--- src/rtl/instr_pkg.sv ---
// Shared types and field positions for the ID stage: opcodes, control bundle, ID/EX record.
package instr_pkg;

  localparam int unsigned DefDataW    = 32;
  localparam int unsigned DefRaddrW   = 5;
  localparam int unsigned DefImmW     = 17;
  localparam int unsigned DefSprAddrW = 8;
  localparam int unsigned DefPcW      = 22;

  localparam int unsigned OpLsb  = 27;
  localparam int unsigned RdLsb  = 22;
  localparam int unsigned RsLsb  = 17;
  localparam int unsigned RtLsb  = 12;
  localparam int unsigned ActLsb = 8;

  localparam logic [4:0] HLT_OP = 5'h1F;

  // Opcode classes are selected by op[4:3]
  localparam logic [1:0] ClsAluRr  = 2'b00;
  localparam logic [1:0] ClsAluImm = 2'b01;
  localparam logic [1:0] ClsBranch = 2'b10;
  localparam logic [1:0] ClsMisc   = 2'b11;

  typedef enum logic [4:0] {
    OpLd     = 5'h18,
    OpSt     = 5'h19,
    OpSprRd  = 5'h1C,
    OpSprWr  = 5'h1D,
    OpSprAct = 5'h1E,
    OpHlt    = HLT_OP
  } opcode_e;

  typedef struct packed {
    logic [2:0] alu_op;
    logic       use_imm;
    logic       use_dst;
    logic       branch;
    logic       load;
    logic       store;
    logic       sprite_re;
    logic       sprite_we;
    logic       sprite_act;
    logic       upd_n;
    logic       upd_c;
    logic       upd_v;
    logic       upd_z;
    logic       re_s;
    logic       re_t;
    logic       is_hlt;
  } ctrl_t;

  typedef struct packed {
    logic [2:0]             alu_op;
    logic [DefImmW-1:0]     imm;
    logic [DefDataW-1:0]    reg_s_data;
    logic [DefDataW-1:0]    reg_t_data;
    logic [DefRaddrW-1:0]   dst_reg;
    logic                   use_imm;
    logic                   use_dst;
    logic                   branch;
    logic                   load;
    logic                   store;
    logic                   sprite_re;
    logic                   sprite_we;
    logic [3:0]             sprite_action;
    logic [DefSprAddrW-1:0] sprite_addr;
    logic                   upd_n;
    logic                   upd_c;
    logic                   upd_v;
    logic                   upd_z;
    logic [DefPcW-1:0]      pc;
  } id_ex_t;

endpackage

--- src/rtl/id_field_dec.sv ---
// Purely combinational opcode -> control bit decoder.
module id_field_dec
  import instr_pkg::*;
(
  input  logic [4:0] op_i,
  output ctrl_t      ctrl_o
);

  always_comb begin
    ctrl_o = '0;
    unique case (op_i[4:3])
      ClsAluRr: begin
        ctrl_o.alu_op  = op_i[2:0];
        ctrl_o.re_s    = 1'b1;
        ctrl_o.re_t    = 1'b1;
        ctrl_o.use_dst = 1'b1;
        ctrl_o.upd_n   = 1'b1;
        ctrl_o.upd_c   = 1'b1;
        ctrl_o.upd_v   = 1'b1;
        ctrl_o.upd_z   = 1'b1;
      end
      ClsAluImm: begin
        ctrl_o.alu_op  = op_i[2:0];
        ctrl_o.use_imm = 1'b1;
        ctrl_o.re_s    = 1'b1;
        ctrl_o.use_dst = 1'b1;
        ctrl_o.upd_n   = 1'b1;
        ctrl_o.upd_c   = 1'b1;
        ctrl_o.upd_v   = 1'b1;
        ctrl_o.upd_z   = 1'b1;
      end
      ClsBranch: begin
        // alu_op carries the branch condition
        ctrl_o.alu_op  = op_i[2:0];
        ctrl_o.branch  = 1'b1;
        ctrl_o.use_imm = 1'b1;
      end
      ClsMisc: begin
        case (op_i)
          OpLd: begin
            ctrl_o.load    = 1'b1;
            ctrl_o.re_s    = 1'b1;
            ctrl_o.use_imm = 1'b1;
            ctrl_o.use_dst = 1'b1;
          end
          OpSt: begin
            ctrl_o.store   = 1'b1;
            ctrl_o.re_s    = 1'b1;
            ctrl_o.re_t    = 1'b1;
            ctrl_o.use_imm = 1'b1;
          end
          OpSprRd: begin
            ctrl_o.sprite_re = 1'b1;
            ctrl_o.use_dst   = 1'b1;
          end
          OpSprWr: begin
            ctrl_o.sprite_we = 1'b1;
            ctrl_o.re_s      = 1'b1;
          end
          OpSprAct: ctrl_o.sprite_act = 1'b1;
          OpHlt:    ctrl_o.is_hlt     = 1'b1;
          default:  ;
        endcase
      end
      default: ;
    endcase
  end

endmodule

--- src/rtl/instr_decode_pipe.sv ---
// Decode stage with ID/EX register, load-use stall, flush and sticky HLT.
// Optional WB->ID forwarding ports are enabled by defining ID_FWD_EN.
module instr_decode_pipe
  import instr_pkg::*;
#(
  parameter int unsigned DATA_W     = DefDataW,
  parameter int unsigned RADDR_W    = DefRaddrW,
  parameter int unsigned IMM_W      = DefImmW,
  parameter int unsigned SPR_ADDR_W = DefSprAddrW,
  parameter int unsigned PC_W       = DefPcW
) (
  input  logic               clk,
  input  logic               rst,
  input  logic               in_valid,
  output logic               in_ready,
  input  logic [31:0]        instr,
  input  logic [PC_W-1:0]    pc_in,
  input  logic               flush,
  output logic               reS,
  output logic               reT,
  output logic [RADDR_W-1:0] regS_addr,
  output logic [RADDR_W-1:0] regT_addr,
  input  logic [DATA_W-1:0]  regS_data,
  input  logic [DATA_W-1:0]  regT_data,
  output logic               out_valid,
  input  logic               out_ready,
  output id_ex_t             dec_o,
  output logic               hlt
`ifdef ID_FWD_EN
  ,
  input  logic               fwd_we,
  input  logic [RADDR_W-1:0] fwd_addr,
  input  logic [DATA_W-1:0]  fwd_data
`endif
);

  typedef enum logic [0:0] {StRun, StHalted} state_e;

  state_e             state_q;
  logic               valid_q;
  id_ex_t             dec_q;
  id_ex_t             dec_new;
  ctrl_t              ctrl;
  logic [RADDR_W-1:0] rd, rs, rt;
  logic [DATA_W-1:0]  s_data, t_data;
  logic               hazard, load_en, accept;

  assign rd = instr[RdLsb +: RADDR_W];
  assign rs = instr[RsLsb +: RADDR_W];
  assign rt = instr[RtLsb +: RADDR_W];

  id_field_dec u_field_dec (
    .op_i   (instr[OpLsb +: 5]),
    .ctrl_o (ctrl)
  );

  assign reS       = in_valid & ctrl.re_s;
  assign reT       = in_valid & ctrl.re_t;
  assign regS_addr = rs;
  assign regT_addr = rt;

  always_comb begin
    s_data = (rs == '0) ? '0 : regS_data;
    t_data = (rt == '0) ? '0 : regT_data;
`ifdef ID_FWD_EN
    if (fwd_we && (fwd_addr != '0) && (fwd_addr == rs)) s_data = fwd_data;
    if (fwd_we && (fwd_addr != '0) && (fwd_addr == rt)) t_data = fwd_data;
`endif
  end

  // A held load whose destination feeds the incoming instruction must drain first
  assign hazard = valid_q && dec_q.load && dec_q.use_dst && (dec_q.dst_reg != '0) &&
                  ((ctrl.re_s && (dec_q.dst_reg == rs)) || (ctrl.re_t && (dec_q.dst_reg == rt)));
  assign load_en  = !valid_q || out_ready;
  assign in_ready = (state_q == StRun) && load_en && !hazard;
  assign accept   = in_valid && in_ready;

  always_comb begin
    dec_new               = '0;
    dec_new.alu_op        = ctrl.alu_op;
    dec_new.imm           = instr[IMM_W-1:0];
    dec_new.reg_s_data    = s_data;
    dec_new.reg_t_data    = t_data;
    dec_new.dst_reg       = rd;
    dec_new.use_imm       = ctrl.use_imm;
    dec_new.use_dst       = ctrl.use_dst;
    dec_new.branch        = ctrl.branch;
    dec_new.load          = ctrl.load;
    dec_new.store         = ctrl.store;
    dec_new.sprite_re     = ctrl.sprite_re;
    dec_new.sprite_we     = ctrl.sprite_we;
    dec_new.sprite_action = ctrl.sprite_act ? instr[ActLsb +: 4] : 4'h0;
    dec_new.sprite_addr   = (ctrl.sprite_re || ctrl.sprite_we || ctrl.sprite_act) ?
                            instr[SPR_ADDR_W-1:0] : '0;
    dec_new.upd_n         = ctrl.upd_n;
    dec_new.upd_c         = ctrl.upd_c;
    dec_new.upd_v         = ctrl.upd_v;
    dec_new.upd_z         = ctrl.upd_z;
    dec_new.pc            = pc_in;
  end

  // Flush drops both the held and the offered instruction, including an offered HLT
  always_ff @(posedge clk or posedge rst) begin
    if (rst) begin
      state_q <= StRun;
      valid_q <= 1'b0;
      dec_q   <= '0;
    end else begin
      if (flush) begin
        valid_q <= 1'b0;
      end else if (load_en) begin
        valid_q <= accept;
        if (accept) dec_q <= dec_new;
        if (accept && ctrl.is_hlt) state_q <= StHalted;
      end
    end
  end

  assign out_valid = valid_q;
  assign dec_o     = dec_q;
  assign hlt       = (state_q == StHalted);

endmodule

--- config.mk ---
export PLATFORM = sky130hd
export DESIGN_NAME = instr_decode_pipe
export DESIGN_NICKNAME = d
export VERILOG_FILES = /design/src/rtl/instr_pkg.sv /design/src/rtl/id_field_dec.sv /design/src/rtl/instr_decode_pipe.sv
export SDC_FILE = /design/constraint.sdc
export NUM_CORES = 1
export LEC_CHECK = 0
export ABC_AREA = 1
export BUFFER_PORTS_ARGS = -buffer_cell sky130_fd_sc_hd__clkbuf_2
export CAP_MARGIN = 40
export CELL_PAD_IN_SITES_DETAIL_PLACEMENT = 2
export CELL_PAD_IN_SITES_GLOBAL_PLACEMENT = 2
export CORE_ASPECT_RATIO = 1.1
export CORE_MARGIN = 10
export CORE_UTILIZATION = 25
export CTS_CLUSTER_DIAMETER = 150
export DETAILED_ROUTE_END_ITERATION = 8
export GPL_TIMING_DRIVEN = 0
export PLACE_DENSITY_LB_ADDON = 0.05
export SYNTH_ARGS = -nofsm -noshare
export SYNTH_HDL_FRONTEND = slang
export SYNTH_HIERARCHICAL = 1
export SYNTH_SLANG_ARGS = --single-unit
--- constraint.sdc ---
create_clock -name clk -period 10.5 [get_ports clk]
set_input_delay 1.575 -clock clk [delete_from_list [all_inputs] [get_ports clk]]
set_output_delay 1.575 -clock clk [all_outputs]
set_load 0.02 [all_outputs]
==> results of run 1 <==
-- power by group through the flow --
stage          clock network (W)  registers (W)  logic (W)
2_1_floorplan                  0       0.000583  0.0000574
3_3_place_gp                   0       0.000563   0.000150
3_5_place_dp                   0       0.000563   0.000154
4_1_cts                 0.000686       0.000554   0.000155
5_1_grt                 0.000707       0.000556   0.000169
6_report                0.000668       0.000553   0.000150
-- sequential cells by signal, summed over array words and instances, names as in the netlist --
| signal | count |
|---|---|
| hlt | 1 |
| out_valid | 1 |
| dec_o | 134 |
-- layer usage --
layer  wire, µm  share of wire (%)  GRT usage (%)  vias to the layer above
li1           -                  -              -                     3402
met1      12100                 41           19.9                     3432
met2      14800                 50           29.9                      171
met3       2310                7.8           6.36                       25
met4        355                1.2           4.17                        6
met5         38               0.13              0                        -
-- cells in the mapped netlist --
cell type | instances | area share [%]
nand2_1 | 374 | 21
nand4_1 | 137 | 13
dfrtp_1 | 136 | 50
inv_1 | 110 | 6.1
nor2_1 | 25 | 1.4
clkbuf_1 | 23 | 1.3
buf_4 | 19 | 2.1
buf_2 | 18 | 1.3
buf_1 | 15 | 0.83
nand3_1 | 9 | 0.67
nor3_1 | 5 | 0.37
ha_1 | 4 | 0.74
inv_2 | 3 | 0.17
a21oi_1 | 2 | 0.15
nand2_2 | 2 | 0.18
nor2_4 | 2 | 0.33
a21boi_0 | 1 | 0.11
buf_6 | 1 | 0.17
nand3_2 | 1 | 0.15
nor2_2 | 1 | 0.093
o21ai_0 | 1 | 0.074
-- per-stage QoR --
stage / cell area [µm²] / util [%] / worst slack [ns]
after CTS: 9240 / 34.5 / 5.52
after global routing: 9240 / 34.5 / 5.37
after global placement: 8570 / 32.0 / 2.99
after detailed placement: 8600 / 32.1 / 5.53
final: 9240 / 34.5 / 5.52
after floorplan: 6760 / - / 5.29
-- tightest hold or removal path, stage by stage, from the launching register on --
cell and delay, ns:
dfrtp_1 0.34, nand2_1 0.06, nand2_1 0.04
-- cell families after synthesis --
family,share of synthesized area [%]
buffers and inverters,12.0
and+or+nand+nor,36.6
DFF,50.3
AOI/OAI and AO/OA,0.333
adders and majority gates,0.740
-- final cells by class --
cell class	count	area, µm²
plain buffers	76	387
repair buffers	273	1390
well taps	357	447
flip-flops and latches	136	3400
clock buffers	20	447
diodes	2	5.00
inverters	113	429
clock inverters	12	188
fillers	3245	17600
multi-input cells	564	2550
-- worst max-delay path by stage --
stage	start	to	slack [ns]	cells past startpoint
after detailed placement	instr[30]	in_ready	5.53	13
after global placement	rst	dec_o[6]	2.99	2
after floorplan	rst	dec_o[0]	5.29	1
final	instr[30]	in_ready	5.52	13
after global routing	instr[30]	in_ready	5.37	13
after CTS	instr[30]	in_ready	5.52	13
==> flow_summary.json, run 1 <==
{
  "outcome": "complete, no violations",
  "layout.cells.non_filler": 1553,
  "crit_buf_inv": 4,
  "dr.first_iter.drc_count": 300,
  "grt_first_pass_wirelength_um": 45700,
  "hold_buffers": 0,
  "cp_top_family": "simple AND/OR/NAND/NOR gates",
  "yosysUniqueCellTypes": 21,
  "initial_utilization_pct": 25.2,
  "period_share_pct": 47.4,
  "numCtsBuffers": 17,
  "grt_pass1_vias": 7836,
  "crit_top_cell": "nand2_1",
  "leakage_nw": 5.75,
  "hold_viol_final": 0,
  "total_power_w": 0.00137,
  "cts_root_buf": "clkbuf_16",
  "tns_ns": 0,
  "die_h_um": 193,
  "drt_pass1_iterations": 4,
  "vdd_drop_max_mv": 0.0710,
  "r2r_cells": 12,
  "synth_seq_cells": 136,
  "via_per_inst": 4.53,
  "hold_path_end": "dec_o[28]",
  "vias": 7036,
  "gp_congestion": 0.795,
  "antenna_found_initial": 5,
  "final_cell_mix": "nand2_1 (374), clkbuf_2 (271), nand4_1 (137)",
  "crit_fanout": 4,
  "drive_gt1_share_pct": 29.4,
  "power.density_mw_per_mm2": 148,
  "holdPathStages": 2,
  "switchingPower_w": 0.000369,
  "synth_area_mm2": 0.00676,
  "path_class": "in2out",
  "yosysWarnings": 6,
  "hpwl_um": 23000,
  "hold_ws_ns": 0.470,
  "cts_tree": "built",
  "clockBufferDepth": 2,
  "cp.arrival_ns": 3.40,
  "slew_headroom_pct": 53.4,
  "rr_startpoint": "dec_o[46]",
  "hold_start": "dec_o[28]",
  "dp.cells": 1519,
  "post_cts_buffers": 0,
  "num_io_pins": 272,
  "cp_slowest_stage_delay_ns": 0.33,
  "required_ns": 8.93,
  "setup_viol_count_final": 0,
  "rsz0062_at_grt": "false",
  "regToRegSetupSlack_ns": 8.11,
  "synthesis.nets": 1016,
  "drt-total-wl_um": 29700,
  "cts_resized": 0,
  "io_buffers": 271,
  "fin_nets": 1308,
  "swShare_pct": 26.9,
  "drv_slew": 0,
  "drtAntennaViolNets": 0,
  "grt_start_max_net_pins": 71,
  "row_count": 63,
  "max_freq_mhz": 201,
  "core_mm2": 0.0268,
  "layout_commonest_cell": "nand2_1",
  "cp_cell_sequence": "clkbuf_2 -> inv_1 -> ha_1 -> nor2_1 -> nand3_1 -> nand2_1 -> inv_1 -> nand2_1 -> nor2_1 -> nand3_1 -> nand2_1 -> a21boi_0 -> clkbuf_2",
  "avgSynthCellArea_um2": 7.61,
  "clkTransAtPathRegs_ns": 0.06,
  "clkPwrFrac_pct": 48.7,
  "grt_use_total_pct": 17.3,
  "hp-class": "reg2reg",
  "die-width_um": 177,
  "p_int_w": 0.00100,
  "timing.rr.end": "dec_o[26]",
  "comb_power_share_pct": 10.9,
  "p_seq_share_pct": 40.4,
  "synth-seq-area-share_pct": 50.3,
  "syn2layout_area_growth_pct": 36.7,
  "worstMarginPinSlew_ns": 0.698,
  "cts.sink_count": 136,
  "dieArea_mm2": 0.0340,
  "startpoint_type": "primary input",
  "slowest_stage": "a21boi_0",
  "cp-end-kind": "output port",
  "fin_worst_skew_ns": 0.0119,
  "drc": 0,
  "wire_per_inst_um": 19.1,
  "overflow": 0,
  "syn-instance-count": 889,
  "clk_latency_ns": 0.42,
  "htreeDepth": 4,
  "fin_crit_ns": 4.98,
  "drv_cap": 0
}
(Power assumes the default switching activity.)
==> run 2, diff against run 1 <==
ABC_AREA = 0   (was 1)
clock period = 4.9 ns   (was 10.5 ns; I/O delays follow)
==> flow_summary.json, run 2 <==
{
  "outcome": "complete, no violations",
  "drc": 0,
  "syn-instance-count": 440,
  "synth_seq_cells": 136,
  "layout.cells.non_filler": 1048,
  "row_count": 59,
  "clkTransAtPathRegs_ns": 0.06,
  "dieArea_mm2": 0.0311,
  "vdd_drop_max_mv": 0.177,
  "grt_first_pass_wirelength_um": 33800,
  "gp_congestion": 0.751,
  "numCtsBuffers": 17,
  "synth-seq-area-share_pct": 55.8,
  "yosysUniqueCellTypes": 38,
  "slew_headroom_pct": 54.6,
  "core_mm2": 0.0238,
  "drv_cap": 0,
  "hold_ws_ns": 0.396,
  "drt-total-wl_um": 21900,
  "dp.cells": 1017,
  "fin_nets": 858,
  "drt_pass1_iterations": 4,
  "drv_slew": 0,
  "synth_edf_count": 0,
  "final.setup.worst_slack_ns": 1.69,
  "hpwl_um": 17200,
  "via_per_inst": 4.33,
  "drtAntennaViolNets": 0,
  "startpoint_type": "primary input",
  "cp.depth": 9,
  "cp_top_family": "compound AO/OA/AOI/OAI gates",
  "yosysWarnings": 6,
  "grt_pass1_vias": 5478,
  "largest_reg_flops": 134,
  "overflow": 0,
  "initial_utilization_pct": 25.6,
  "multiInputGateArea_mm2": 0.00244,
  "dr.first_iter.drc_count": 112,
  "syn2layout_area_growth_pct": 38.6,
  "hold_viol_final": 0,
  "required_ns": 4.16,
  "cts_root_buf": "clkbuf_16",
  "synth.largest_area_cell": "dfrtp_1",
  "cp-end-kind": "output port",
  "cp_cell_sequence": "clkbuf_2 -> inv_1 -> ha_1 -> or3b_1 -> o22ai_2 -> nand2_1 -> o22ai_2 -> a21oi_1 -> clkbuf_2",
  "clockBufferDepth": 2,
  "final_cell_mix": "clkbuf_2 (271), dfrtp_1 (136), mux2_2 (106)",
  "die-width_um": 169,
  "power.density_mw_per_mm2": 426,
  "cts.sink_count": 136,
  "path_class": "in2out",
  "slowest_stage": "or3b_1",
  "wire_per_inst_um": 20.9,
  "synth_top_cells_by_area": "dfrtp_1 (56%), mux2_2 (20%), nor2b_1 (6.5%)",
  "yosysMostFrequentCell": "dfrtp_1",
  "grt_use_total_pct": 14.1,
  "pre_cts_ws_ns": 1.67,
  "cts_resized": 0,
  "post_cts_buffers": 0,
  "die_h_um": 184,
  "max_freq_mhz": 311,
  "cts_tree": "built",
  "timing.rr.end": "dec_o[18]",
  "fill_cells": 2598,
  "fin_crit_ns": 3.21,
  "clk_latency_ns": 0.42,
  "num_io_pins": 272,
  "avgSynthCellArea_um2": 13.9,
  "htreeDepth": 4,
  "rr_startpoint": "dec_o[45]",
  "rsz0062_at_grt": "false",
  "crit_buf_inv": 3,
  "grt_start_max_net_pins": 76,
  "drive_gt1_share_pct": 62.6,
  "io_buffers": 271,
  "period_share_pct": 65.6,
  "cp_slowest_stage_delay_ns": 0.39,
  "synth_top_area_share_pct": 55.8,
  "synth_ff_type": "dfrtp_1",
  "setup_viol_count_final": 0,
  "synth_commonest_cells": "dfrtp_1 (136), mux2_2 (106), nor2b_1 (63)",
  "vias": 4537,
  "crit_fanout": 5,
  "leakage_nw": 4.17,
  "layout_commonest_cell": "clkbuf_2",
  "r2r_cells": 6,
  "hp-class": "in2async",
  "regArea_mm2": 0.00340,
  "async_flop_share_pct": 100,
  "cp.arrival_ns": 2.48,
  "antenna_found_initial": 4,
  "worstMarginPinSlew_ns": 0.680,
  "fin_worst_skew_ns": 0.00903,
  "hold_buffers": 0,
  "synthesis.nets": 567,
  "regToRegSetupSlack_ns": 2.65,
  "synth_area_mm2": 0.00610
}
run 2: changes by cell type in the layout (fill, tap and decap cells not counted), moves of 10 or more:
| cell | change |
|---|---|
| clkbuf_1 | -22 |
| xnor2_1 | +10 |
| buf_1 | -15 |
| inv_1 | -102 |
| mux2_2 | +106 |
| mux2_4 | +15 |
| nand2_1 | -367 |
| nor2b_1 | +63 |
| nor2_1 | -18 |
| nand4_1 | -134 |
run 2: per-layer routing:
metal,up-vias,GRT usage [%],share of wire (%)
met4,4,4.22,1.2
met2,142,25.1,53
met5,-,0,0.091
met3,19,6.14,8.8
li1,2066,-,-
met1,2306,14.5,37
run 2: worst reg2reg max path: stages (launching register included):
cell,delay (ns)
dfrtp_1,0.46
nor3_1,0.29
a21oi_1,0.21
a21oi_4,0.41
buf_6,0.22
buf_6,0.21
mux2_4,0.33
run 2: worst max path at each step:
stage               startpoint        to  slack (ns)
finish               instr[30]  in_ready        1.69
global route         instr[31]  in_ready        1.56
CTS                  instr[30]  in_ready        1.67
detailed placement   instr[30]  in_ready        1.67
global placement           rst  dec_o[5]       -1.43
floorplan                  rst  dec_o[0]        0.53
run 2: where the power goes:
| group | switching [W] | internal [W] |
|---|---|---|
| Sequential | 0.000109 | 0.00130 |
| Clock | 0.000523 | 0.000792 |
| Combinational | 0.000508 | 0.000369 |
| Total | 0.00114 | 0.00247 |
run 2: kinds of logic (layout without fill, tap and decap cells):
logic type | after synthesis | after routing | share of synthesized area, %
AOI/OAI and AO/OA | 21 | 21 | 3.18
xor gates and xnor gates | 10 | 10 | 1.44
adders and majority gates | 4 | 4 | 0.820
buffers and inverters | 41 | 342 | 4.22
DFF | 136 | 136 | 55.8
muxes | 126 | 126 | 24.1
other | 0 | 2 | 0
and+or+nand+nor | 102 | 102 | 10.5
run 2: layout make-up:
cell class | count | share of cell area, %
clock buffers | 17 | 5.03
multi-input cells | 263 | 28.9
diodes | 2 | 0.0592
repair buffers | 272 | 16.4
flip-flops and latches | 136 | 40.2
well taps | 305 | 4.51
clock inverters | 12 | 1.85
inverters | 8 | 0.414
plain buffers | 33 | 2.69
run 2: stage by stage:
step | instance area, µm² | power, W | setup TNS (ns) | utilization, %
finish | 8460 | 0.00361 | 0 | 35.5
floorplan | 6100 | 0.00195 | 0 | -
global placement | 7840 | 0.00231 | -192.61 | 32.9
global route | 8460 | 0.00381 | 0 | 35.5
detailed placement | 7870 | 0.00234 | 0 | 33.0
CTS | 8450 | 0.00369 | 0 | 35.5
